[src/rtl/pipe_ifq.sv]
// pipe_ifq: instruction fetch queue.
// Holds a fetch PC, issues fetch requests to instruction memory and buffers the
// returned {pc, instruction} pairs in a small circular FIFO for the decode stage.
//
// Ports:
//   clk_i          clock, all state updates on its rising edge
//   rst_n_i        asynchronous active-low reset
//   redirect_i     flush the queue and load redirect_pc_i as the new fetch PC
//   redirect_pc_i  redirect target PC
//   fetch_valid_o  fetch request to instruction memory
//   fetch_pc_o     address of the current fetch
//   fetch_ready_i  memory accepts the fetch; inst_data_i is valid in the same cycle
//   inst_data_i    instruction word for fetch_pc_o
//   valid_o        head entry available to decode
//   ready_i        decode consumes the head entry
//   pc_data_o      PC of the head entry
//   inst_data_o    instruction of the head entry
//   count_o        number of queued entries
module pipe_ifq #(
  parameter int unsigned     XLEN     = 32,
  parameter int unsigned     DEPTH    = 4,
  parameter logic [XLEN-1:0] RESET_PC = '0
) (
  input  logic                       clk_i,
  input  logic                       rst_n_i,
  input  logic                       redirect_i,
  input  logic [XLEN-1:0]            redirect_pc_i,
  output logic                       fetch_valid_o,
  output logic [XLEN-1:0]            fetch_pc_o,
  input  logic                       fetch_ready_i,
  input  logic [XLEN-1:0]            inst_data_i,
  output logic                       valid_o,
  input  logic                       ready_i,
  output logic [XLEN-1:0]            pc_data_o,
  output logic [XLEN-1:0]            inst_data_o,
  output logic [$clog2(DEPTH+1)-1:0] count_o
);

  localparam int unsigned PtrW = $clog2(DEPTH);
  localparam int unsigned CntW = $clog2(DEPTH+1);

  logic [XLEN-1:0] fetch_pc_q, fetch_pc_d;
  logic [PtrW-1:0] head_q, head_d;
  logic [PtrW-1:0] tail_q, tail_d;
  logic [CntW-1:0] count_q, count_d;

  // Storage is not reset; only entries covered by count_q are ever observed.
  logic [XLEN-1:0] pc_mem_q   [DEPTH];
  logic [XLEN-1:0] inst_mem_q [DEPTH];

  logic full, empty, enq, deq;

  always_comb begin
    full          = (count_q == CntW'(DEPTH));
    empty         = (count_q == '0);
    fetch_valid_o = !full && !redirect_i;
    valid_o       = !empty;
    enq           = fetch_valid_o && fetch_ready_i;
    // A redirect flushes the queue, so a same-edge pop is meaningless.
    deq           = valid_o && ready_i && !redirect_i;
    fetch_pc_o    = fetch_pc_q;
    count_o       = count_q;
    pc_data_o     = pc_mem_q[head_q];
    inst_data_o   = inst_mem_q[head_q];
  end

  always_comb begin
    fetch_pc_d = fetch_pc_q;
    head_d     = head_q;
    tail_d     = tail_q;
    count_d    = count_q;
    if (redirect_i) begin
      fetch_pc_d = redirect_pc_i;
      head_d     = '0;
      tail_d     = '0;
      count_d    = '0;
    end else begin
      // DEPTH is a power of two, so pointer overflow is the wrap to 0.
      if (enq) begin
        tail_d     = tail_q + PtrW'(1);
        fetch_pc_d = fetch_pc_q + XLEN'(4);
      end
      if (deq) begin
        head_d = head_q + PtrW'(1);
      end
      unique case ({enq, deq})
        2'b10:   count_d = count_q + CntW'(1);
        2'b01:   count_d = count_q - CntW'(1);
        default: count_d = count_q;
      endcase
    end
  end

  always_ff @(posedge clk_i or negedge rst_n_i) begin
    if (!rst_n_i) begin
      fetch_pc_q <= RESET_PC;
      head_q     <= '0;
      tail_q     <= '0;
      count_q    <= '0;
    end else begin
      fetch_pc_q <= fetch_pc_d;
      head_q     <= head_d;
      tail_q     <= tail_d;
      count_q    <= count_d;
    end
  end

  always_ff @(posedge clk_i) begin
    if (enq) begin
      pc_mem_q[tail_q]   <= fetch_pc_q;
      inst_mem_q[tail_q] <= inst_data_i;
    end
  end

endmodule

[config.mk]
export PLATFORM = sky130hd
export DESIGN_NAME = pipe_ifq
export DESIGN_NICKNAME = d
export VERILOG_FILES = /design/src/rtl/pipe_ifq.sv
export SDC_FILE = /design/constraint.sdc
export NUM_CORES = 1
export LEC_CHECK = 0
export BUFFER_PORTS_ARGS = -buffer_cell sky130_fd_sc_hd__buf_2
export CAP_MARGIN = 5
export CORE_ASPECT_RATIO = 0.7
export CORE_MARGIN = 1.5
export CORE_UTILIZATION = 57
export DETAILED_ROUTE_END_ITERATION = 8
export PLACE_DENSITY = 0.9
export REMOVE_ABC_BUFFERS = 1
export SETUP_SLACK_MARGIN = 0.2
export SLEW_MARGIN = 20
export SYNTH_ARGS = -nofsm -noshare
export SYNTH_HDL_FRONTEND = slang
export SYNTH_SLANG_ARGS = --single-unit
[constraint.sdc]
create_clock -name clk_i -period 3.6 [get_ports clk_i]
set_input_delay 0.18 -clock clk_i [delete_from_list [all_inputs] [get_ports clk_i]]
set_output_delay 0.18 -clock clk_i [all_outputs]
set_load 0.02 [all_outputs]
-- Yosys cells after proc, flatten, opt, wreduce, memory -nomap -nowiden
Memory sizes are Yosys's and may differ from the RTL's.
Cells that the tools add are included.
Widths: inputs -> output; s select.
- bits in registers: 39
- RAM bits: 256
- output and inout bits: 101
- logic and storage cells: 35
- memories: 2
- memories (name ; depth ; width ; rd ports ; clocked after memory_dff ; wr ports ; RTL line ; text):
    inst_mem_q ; 4 ; 32 ; 1 ; 0 ; 1 ; 49 ; logic [XLEN-1:0] inst_mem_q [DEPTH];
    pc_mem_q ; 4 ; 32 ; 1 ; 0 ; 1 ; 48 ; logic [XLEN-1:0] pc_mem_q [DEPTH];
- $add $sub $neg: 5
- eq/ne operators: 3
- mux-type cells: 10
- reductions and logical operators: 11
- operator list (cell ; number):
    $mux 32 ; 2
    $add 32x3->32 const B ; 1
    $mux 2 ; 4
    $pmux 3 s2 ; 1
    $add 2x1->2 const B ; 2
    $logic_and 1x1->1 ; 4
    $reduce_bool 2->1 ; 2
    $add 3x1->3 const B ; 1
    $eq 3x3->1 const B ; 1
    $logic_not 1->1 ; 3
    $logic_not 3->1 ; 1
    $mux 3 ; 1
    $reduce_bool 3->1 ; 1
    $sub 3x1->3 const B ; 1
    $eq 2x1->1 const B ; 1
    $eq 2x2->1 const B ; 1
    $mux 1 ; 2

-- Depth between registers and ports, before layout
Gate-level depths: netlist of run 1.
- word-level depth: 7
- depth in mapped cells: 9
- mapped depth without buffers: 8

-- Worst setup path after synthesis of run 1
Ideal clock, no wire load.
- path kind: register to register
- start point: register count_q[2], in the netlist count_o[2]
- end point: memory inst_mem_q[0][0] (enable)
- library setup time: 0.429 ns
- arrival time: 2.497 ns
- required time: 3.171 ns
- path slack: 0.674 ns
- stages on the path, launching flop included: 4
- clock period less this slack: 2.926 ns
- path through: dfrtp_1 > nor3b_4 > nor3_1 > and2_1
- word-level cells in the longest chain between the ends: 6
- RTL lines (item ; RTL line ; text):
    start, declared ; 45 ; logic [CntW-1:0] count_q, count_d;
    start signal, assigned ; 104 ; count_q <= count_d;
    $eq 3x3->1 ; 54 ; full = (count_q == CntW'(DEPTH));
    $logic_not 1->1 ; 56 ; fetch_valid_o = !full && !redirect_i;
    $logic_and 1x1->1 ; 56 ;
    $logic_and 1x1->1 ; 58 ; enq = fetch_valid_o && fetch_ready_i;
    $mux 1 ; 109 ; if (enq) begin
    $mux 1 (not written as such) ; 111 ; inst_mem_q[tail_q] <= inst_data_i;
    end, declared ; 49 ;
No other way between the ends.

-- Worst setup path in the final report of run 1
- start point: register head_q[0]
- end point: output pc_data_o[19]
- word-level cells in the longest chain between the ends: 1
- RTL lines (item ; RTL line ; text):
    start, declared ; 43 ; logic [PtrW-1:0] head_q, head_d;
    start signal, assigned ; 97 ; head_q <= '0;
    start signal, assigned ; 102 ; head_q <= head_d;
    $mem_v2 4x32 ; -- ;
    end, declared ; 34 ; output logic [XLEN-1:0] pc_data_o,
No other way between the ends.

==> results of run 1 <==
[layer usage]
metal | up-vias | wire, um | part of all wire, %
met2 | 282 | 11900 | 50
li1 | 2769 | - | -
met5 | - | 0 | 0
met3 | 37 | 1650 | 6.9
met1 | 3284 | 9880 | 41
met4 | 0 | 498 | 2.1
[what timing repair did]
action,4_1_cts,5_1_grt
hold buffers,65,0
gates resized for setup,0,0
hold endpoints to repair,199,0
[power breakdown]
part | internal, uW | switching, uW | total [uW] | leakage, uW
Clock | 1590 | 1160 | 2750 | 0.000404
Combinational | 933 | 1130 | 2060 | 0.00176
Sequential | 4010 | 308 | 4320 | 0.00281
[kinds of logic after synthesis]
group | share of synthesized area [%]
flip-flops | 76.0
AND/OR/NAND/NOR | 4.71
multiplexers | 13.4
AO/OA/AOI/OAI | 1.93
buffers and inverters | 1.14
XOR/XNOR | 2.08
adder cells (fa/ha/maj) | 0.725
[how the worst min path moves through the flow]
stage                     slack [ns]  startpoint             to  cells past startpoint
final                           0.19     ready_i      head_q[0]                      4
after global routing            0.21     ready_i      head_q[0]                      4
after CTS                       0.17     ready_i      head_q[0]                      4
after detailed placement        0.38     rst_n_i  fetch_pc_o[4]                      1
after global placement          0.36     rst_n_i  fetch_pc_o[3]                      1
after floorplan                -0.12     rst_n_i     count_o[0]                      0
[worst min-delay path, cell delays in order]
cell	delay, ns
buf_2	0.10
o31a_1	0.18
xnor2_1	0.17
nor2_1	0.04
[metrics by stage]
step | instance area [um^2] | setup WS, ns | total power (uW) | cells | utilization (%)
4_1_cts | 14000 | 0.811 | 9200 | 1100 | 71.2
2_1_floorplan | 11300 | 0.0927 | 5710 | 547 | -
6_report | 14000 | 0.885 | 9140 | 1100 | 71.2
3_3_place_gp | 12500 | 1.38 | 6330 | 989 | 63.6
5_1_grt | 14000 | 0.741 | 9470 | 1100 | 71.2
3_5_place_dp | 12500 | 1.24 | 6420 | 989 | 63.6
[sequential cells by signal (all words and copies together) (netlist names)]
| name | flops |
|---|---|
| head_q | 2 |
| count_o | 3 |
| tail_q | 2 |
| fetch_pc_o | 32 |
| inst_mem_q | 128 |
| pc_mem_q | 128 |
[synth_stat cells, types with 5 or more instances]
master,n
o21ai_0,12
nand4_1,11
buf_2,8
edfxtp_1,256
nor2_1,15
ha_1,5
inv_1,6
mux4_2,64
and3_1,6
xnor2_1,10
nand3_1,12
o21ai_1,13
nand2_1,39
clkbuf_1,13
dfrtp_1,39
xor2_1,17
[cell type report]
class,instances,area share (%)
clock buffers,34,5.00
well taps,270,2.41
repair buffers,237,10.9
multi-input cells,245,18.7
flip-flops and latches,295,61.8
inverters,7,0.187
clock inverters,12,1.01
==> reports/summary.txt, run 1 <==
cell count after synthesis - 572
post-route ant nets - 0
H-tree Lvls - 1
register area - 0.00867 mm^2
Post-synth EDFFs - 256
Core Region - 0.0197 mm^2
initial antenna violation count - 0
Pre-Repair DR Iteration Count - 5
CTS tree - yes
met1 global-route usage - 32.1%
Final Max Tran Viols - 0
Tcrit/Tclk final - 75.4%
VDD IR max - 0.495 mV
Synth top area share - 67.5%
grt total ovfl - 0
actual slew at the worst max-slew pin - 1.04 ns
Largest stage delay, worst path - 0.85 ns
Rows - 43
GRT Overall Usage - 23.3%
GP Congestion - 0.812
Slowest-stage cell, CP - dfrtp_4
Syn-to-layout area delta - 23.1%
critical-path cell list - buf_12 -> mux4_2 -> buf_2
postcts setup bufs - 0
WS Path Type - reg -> out
first-pass GRT wire length - 36200 um
met3 global-route usage - 3.49%
wire per inst - 21.8 um
clock root buffer - clkbuf_16
critical path fanouts, max - 36
Die Y - 121 um
status - finished, final reports clean
Starting Density - 57.9%
Num CTS Buffers - 26
RSZ-0062 raised after global routing - no
Slew HR - 29.9%
insertion delay to the later sink of the worst-skew pair - 0.52 ns
most frequent cells in the layout - edfxtp_1 (256), buf_2 (169), dlygate4sd3_1 (65)
final hold vios - 0
post-DP HPWL - 14100 um
Final setup viols - 0
Clock Skew - 0.0120 ns
number of diodes - 0
Max Clk Rate - 0.368 GHz
layout cells sized above 1 - 34.3%
pin count of the biggest net entering global routing - 66
crit end category - primary output
Reg2Reg Setup Slack - 1.15 ns
final hold slack - 0.185 ns
first-iteration detailed-routing DRC count - 639
reg2reg start - count_o[2]
FF-to-FF End - inst_mem_q[1][3]
crit path time final - 2.71 ns
Final #Nets - 887
fillers - 1231
number of buffer and inverter stages on the critical path - 2
Worst Setup EP - pc_data_o[19]
most common cell after layout, fill and taps aside - edfxtp_1
IO buf count - 169
synth top area cells - edfxtp_1 (67%), mux4_2 (13%), dfrtp_1 (8.6%)
sequential area share after synthesis - 76.0%
YS warnings - 0
arrival time worst endpoint - 2.53 ns
post-DR vias/cell - 5.79
Top FF cell, synth - edfxtp_1
multi-input logic area - 0.00262 mm^2
R2R cell count - 3
flops & latches, synth - 295
met2 Resource Use GR - 39.8%
syn_area_per_cell - 19.9 um^2
leakage - 0.00497 uW
CP delay by family, top - flip-flops
Startpoint Class - register
final wirelength - 23900 um
hold crit path type - in -> reg
setup TNS - 0 ns
Crit path required time - 3.42 ns
Bufs on Longest Clock Path - 3
FFs w/ async S/R, synth - 13.2%
leading area contributor after synthesis - edfxtp_1
power density over the cells - 652 mW/mm^2
num ports - 170
maxcap violations - 0
Vias - 6372
Worst Setup SP - head_q[0]
Netlist cell types - 41
Crit path depth - 3
Synth Cell Area - 0.0114 mm^2
CTS Sinks - 295
Die Wd - 172 um
Clk pin slew, worst setup/hold paths - 0.06 ns
GRT busiest layer - met2
full die area - 0.0209 mm^2
residual DRC count - 0
vias in the first global route - 6434
No activity file was read; power rests on OpenSTA's default activity.
==> run 2: changes to the inputs <==
- CORE_UTILIZATION: 57 -> 51
- PLACE_DENSITY: 0.9 -> 0.85
- clock period: 3.6 -> 2.3 ns (I/O delays scaled with it)
==> reports/summary.txt, run 2 (synthesized netlist as in run 1, its figures left out) <==
fillers - 1414 (+15%)
full die area - 0.0233 mm^2 (+12%)
combinational fraction of design power - 27.3% (+4.7 points)
Sw Ratio - 29.1% (+0.62 points)
first-pass GRT wire length - 36900 um (+2.1%)
post-place instance area - 0.0129 mm^2 (+2.6%)
WS Path Type - reg -> out
Rows - 45 (+4.7%)
first-iteration detailed-routing DRC count - 471 (-26%)
Final Max Tran Viols - 0 (unchanged)
Syn-to-layout area delta - 28.0%
Bufs on Longest Clock Path - 3 (unchanged)
setup TNS - 0 ns (unchanged)
maxcap violations - 0 (unchanged)
Tcrit/Tclk final - 93.6%
post-DR vias/cell - 5.59 (-3.5%)
num ports - 170 (unchanged)
GRT Overall Usage - 21.1% (-2.2 points)
grt total ovfl - 0 (unchanged)
most common cell after layout, fill and taps aside - edfxtp_1
Startpoint Class - register
Final #Nets - 926 (+4.4%)
CTS Sinks - 295 (unchanged)
Num CTS Buffers - 27 (+3.8%)
crit path time final - 2.15 ns
layout cells sized above 1 - 38.2% (+3.9 points)
clock root buffer - clkbuf_16
Die Wd - 182 um (+5.6%)
pin count of the biggest net entering global routing - 48 (-27%)
register area - 0.00867 mm^2 (about the same)
Reg power frac - 44.0% (-3.3 points)
Reg2Reg Setup Slack - 0.32 ns (-0.83 ns)
final wirelength - 24800 um (+3.7%)
Power Total - 14800 uW (+62%)
H-tree Lvls - 1 (unchanged)
Core Region - 0.0218 mm^2 (+11%)
vias in the first global route - 6620 (+2.9%)
Clock Skew - 0.00848 ns (-0.00350 ns)
Die Y - 128 um (+5.6%)
initial antenna violation count - 0 (unchanged)
Slew HR - 70.6% (+41 points)
status - finished, final reports clean
R2R cell count - 8 (+5)
Vias - 6451 (+1.2%)
IO buf count - 169 (unchanged)
Final setup viols - 0 (unchanged)
Pre-Repair DR Iteration Count - 5 (unchanged)
post-route ant nets - 0 (unchanged)
power density over the cells - 1020 mW/mm^2 (+56%)
GP Congestion - 0.799 (-1.7%)
Starting Density - 52.3% (-5.6 points)
Cell Int Power - 10500 uW (+61%)
CTS tree - yes
most frequent cells in the layout - edfxtp_1 (256), buf_2 (169), dlygate4sd3_1 (67)
final hold slack - 0.0754 ns (-0.110 ns)
arrival time worst endpoint - 2.04 ns (-0.49 ns)
hold crit path type - in -> async
wire per inst - 21.5 um (-1.1%)
residual DRC count - 0 (unchanged)
critical path fanouts, max - 10 (-72%)
insertion delay to the later sink of the worst-skew pair - 0.53 ns (about the same)
VDD IR max - 0.684 mV (+38%)
Clk pwr share - 28.7% (-1.4 points)
Sw Pwr - 4320 uW (+66%)
crit end category - primary output
fin worst setup slack - 0.148 ns (-0.737 ns)
actual slew at the worst max-slew pin - 0.440 ns (-0.602 ns)
DP Worst Slack - 0.250 ns (-0.991 ns)
Max Clk Rate - 0.465 GHz
Clk pin slew, worst setup/hold paths - 0.06 ns (about the same)
multi-input logic area - 0.00262 mm^2 (+0.14%)
design area - 0.0146 mm^2 (+4.0%)
final hold vios - 0 (unchanged)
RSZ-0062 raised after global routing - yes
number of diodes - 0 (unchanged)
Crit path required time - 2.18 ns (-1.24 ns)
leakage - 0.00523 uW (+5.3%)
post-DP HPWL - 14600 um (+3.5%)
run 2: what timing repair did:
| item | 4_1_cts | 5_1_grt |
|---|---|---|
| setup endpoints to repair | 57 | 61 |
| hold buffers | 67 | 0 |
| resized for setup | 2 | 4 |
| pin swaps | 0 | 3 |
| setup buffers | 2 | 4 |
| endpoints found under the hold margin | 199 | 0 |
| gates cloned | 0 | 6 |
run 2: worst paths after layout:
kind / end / startpoint
setup / recovery: pc_data_o[12] / head_q[0]
hold / removal: fetch_pc_o[3] / rst_n_i
setup reg to reg: count_o[2] / count_o[0]
hold reg to reg: pc_mem_q[1][0] / fetch_pc_o[0]
max in group asynchronous: head_q[0] / rst_n_i
min in group clk_i: head_q[0] / ready_i
run 2: layout make-up:
cell class | instances | area share (%)
Sequential cell | 295 | 59.5
Multi-Input combinational cell | 245 | 18.0
Timing Repair Buffer | 275 | 14.1
Clock buffer | 34 | 5.02
Tap cell | 282 | 2.42
Clock inverter | 16 | 0.832
Inverter | 7 | 0.180
run 2: critical path, stage by stage (launching register included):
cell       delay [ns]
dfrtp_4          0.42
buf_12           0.18
clkbuf_16        0.20
mux4_2           0.52
buf_2            0.18
run 2: routing by layer:
metal	global-route usage, %	vias up	wire length, um
li1	-	2858	-
met1	30.1	3272	10900
met2	34.2	281	11600
met3	3.69	40	1800
met4	5.54	0	518
met5	0	-	0
run 2: through the flow:
step	instances	utilization, %
6_report	1154	66.9
5_1_grt	1154	66.9
4_1_cts	1144	66.1
3_5_place_dp	1025	59.0
3_3_place_gp	1025	59.0
2_1_floorplan	547	-
run 2: power by group through the flow:
stage | combinational (uW) | sequential [uW] | clock, uW
final | 4050 | 6530 | 4260
after global routing | 4290 | 6560 | 4560
after CTS | 3680 | 6540 | 4350
after detailed placement | 3490 | 6670 | 0
after global placement | 3460 | 6640 | 0
after floorplan | 1980 | 6950 | 0
==> run 3: changes to the inputs <==
- ABC_AREA: not set -> 1
- CORE_UTILIZATION: 51 -> 52
- PLACE_DENSITY: 0.85 -> 0.86
==> reports/summary.txt, run 3 <==
status - finished, final reports clean
grt total ovfl - 0 (unchanged)
IO buf count - 169 (unchanged)
Reg2Reg Setup Slack - 0.26 ns (-0.06 ns)
wire per inst - 19.3 um (-10%)
Clk pwr share - 35.0% (+6.3 points)
Final Max Tran Viols - 0 (unchanged)
Starting Density - 53.2% (+0.89 points)
number of diodes - 0 (unchanged)
Startpoint Class - register
Slew HR - 71.4% (+0.83 points)
full die area - 0.0242 mm^2 (+4.0%)
insertion delay to the later sink of the worst-skew pair - 0.54 ns (about the same)
final wirelength - 30400 um (+23%)
Bufs on Longest Clock Path - 3 (unchanged)
Vias - 8782 (+36%)
first-iteration detailed-routing DRC count - 937 (+99%)
Pre-Repair DR Iteration Count - 5 (unchanged)
Tcrit/Tclk final - 90.7% (-2.9 points)
synth top area cells - edfxtp_1 (64%), dfrtp_1 (8.1%), o21ai_0 (5.5%)
residual DRC count - 0 (unchanged)
post-DP HPWL - 17600 um (+21%)
crit end category - primary output
Post-synth EDFFs - 256 (unchanged)
FF-to-FF End - count_o[2]
Die Wd - 185 um (+2.0%)
crit path time final - 2.09 ns (-0.0668 ns)
Sw Ratio - 25.5% (-3.6 points)
vias in the first global route - 8489 (+28%)
Synth top area share - 63.6% (-3.9 points)
Final #Nets - 1319 (+42%)
leakage - 0.00572 uW (+9.2%)
maxcap violations - 0 (unchanged)
initial antenna violation count - 0 (unchanged)
Worst Setup SP - head_q[0]
Crit path required time - 2.18 ns (about the same)
Core Region - 0.0227 mm^2 (+4.3%)
design area - 0.0151 mm^2 (+3.9%)
post-DR vias/cell - 5.57 (-0.38%)
Netlist cell types - 35 (-15%)
Synth Cell Area - 0.0121 mm^2 (+6.1%)
top-count cell post-synth - edfxtp_1
sequential area share after synthesis - 71.6% (-4.4 points)
flops & latches, synth - 295 (unchanged)
Max Clk Rate - 0.480 GHz (+3.2%)
WS Path Type - reg -> out
num ports - 170 (unchanged)
pin count of the biggest net entering global routing - 65 (+35%)
fin worst setup slack - 0.215 ns (+0.0668 ns)
actual slew at the worst max-slew pin - 0.429 ns (-0.0110 ns)
final hold vios - 0 (unchanged)
cell count after synthesis - 999 (+75%)
Post-synth top cells - edfxtp_1 (256), nor2_1 (172), nand2_1 (139), o21ai_0 (133), o22ai_1 (65)
CTS tree - yes
hold crit path type - in -> async
Syn-to-layout area delta - 25.3%
Clk pin slew, worst setup/hold paths - 0.07 ns (about the same)
VDD IR max - 0.656 mV (-4.1%)
Num CTS Buffers - 27 (unchanged)
Sw Pwr - 3060 uW (-29%)
H-tree Lvls - 1 (unchanged)
Rows - 46 (+2.2%)
power density over the cells - 790 mW/mm^2 (-22%)
Reg power frac - 52.4% (+8.4 points)
DP Worst Slack - 0.281 ns (+0.0313 ns)
post-layout util - 66.6% (-0.28 points)
Clock Skew - 0.00745 ns (-0.00103 ns)
GRT Overall Usage - 24.9% (+3.8 points)
most frequent cells in the layout - edfxtp_1 (256), nor2_1 (168), buf_2 (164)
FFs w/ async S/R, synth - 13.2% (unchanged)
first-pass GRT wire length - 46000 um (+24%)
syn_area_per_cell - 12.1 um^2 (-39%)
post-place instance area - 0.0133 mm^2 (+3.8%)
critical path fanouts, max - 19 (+9)
RSZ-0062 raised after global routing - yes
setup TNS - 0 ns (unchanged)
post-route ant nets - 0 (unchanged)
reg2reg start - count_o[1]
leading area contributor after synthesis - edfxtp_1
Die Y - 131 um (+2.0%)
combinational fraction of design power - 12.6% (-15 points)
R2R cell count - 13 (+5)
layout cells sized above 1 - 21.8% (-16 points)
GP Congestion - 0.908 (+14%)
Final setup viols - 0 (unchanged)
arrival time worst endpoint - 1.97 ns (-0.07 ns)
CTS Sinks - 295 (unchanged)
most common cell after layout, fill and taps aside - edfxtp_1
Top FF cell, synth - edfxtp_1
clock root buffer - clkbuf_16
Cell Int Power - 8910 uW (-15%)
YS warnings - 0 (unchanged)
==> run 3: cell types whose count changed after synthesis, sizes merged, moves of 7 or more <==
cell,previous run,this run
nor2,15,183
o21ai,25,137
nand2,39,147
mux4,64,0
o22ai,1,65
inv,6,35
a22oi,0,21
buf,12,26
nand3,13,27
clkbuf,13,26
nand4,11,1
xor2,17,7
xnor2,10,2
nand3b,0,7
==> run 3: final cells by class <==
class                      instances  area [um^2]
clock inverter                    16         97.6
inverter                          35          149
fill                            1590         7580
multi-input combinational        617         3100
clock buffer                      34          712
sequential                       295         8670
timing repair buffer             268         2030
tap                              312          390
==> run 3: metal layers <==
metal | part of all wire (%) | track usage, %
met3 | 9.5 | 4.19
met5 | 0 | 0
met4 | 2.5 | 6.93
met1 | 42 | 34.6
met2 | 46 | 41.1
==> run 3: cell families after synthesis <==
family                   Yosys count  share of synthesized area [%]
buffers and inverters             87                           3.04
XOR/XNOR                           9                          0.652
adder cells (fa/ha/maj)            6                          0.683
AO/OA/AOI/OAI                    235                           11.1
AND/OR/NAND/NOR                  367                           12.9
flip-flops                       295                           71.6
==> run 3: critical path: stages (launching register included) <==
cell,delay (ns)
dfrtp_4,0.56
clkinv_8,0.17
clkbuf_16,0.22
o21ai_0,0.21
o22ai_1,0.10
buf_2,0.17
==> run 3: worst max path at each step <==
| stage | end | slack, ns |
|---|---|---|
| 4_1_cts | inst_data_o[2] | 0.19 |
| 3_5_place_dp | count_o[2] | 0.28 |
| 2_1_floorplan | inst_mem_q[0][0] | -1.80 |
| 6_report | inst_data_o[25] | 0.21 |
| 5_1_grt | count_o[2] | 0.14 |
| 3_3_place_gp | count_o[2] | 0.33 |
==> run 3: power by group through the flow <==
stage / logic, uW / registers, uW / clock network, uW
global route: 1630 / 6300 / 4430
CTS: 1440 / 6270 / 4230
global placement: 1260 / 6360 / 0
detailed placement: 1290 / 6380 / 0
finish: 1510 / 6270 / 4190
floorplan: 643 / 6430 / 0
==> run 3: what timing repair did <==
action / in CTS / in global routing
resized for setup: 16 / 25
endpoints found under the hold margin: 201 / 0
pin swaps: 1 / 3
hold buffers: 70 / 0
setup buffers: 3 / 2
cloned: 2 / 3
setup endpoints to repair: 65 / 48
==> run 3: stage by stage <==
stage                     hold WS, ns  power, uW  cells
after floorplan                -0.181       7070    947
after global placement         0.0628       7620   1447
after detailed placement       0.0638       7670   1447
after CTS                      0.0343      11900   1572
after global routing           0.0711      12400   1577
final                          0.0361      12000   1577
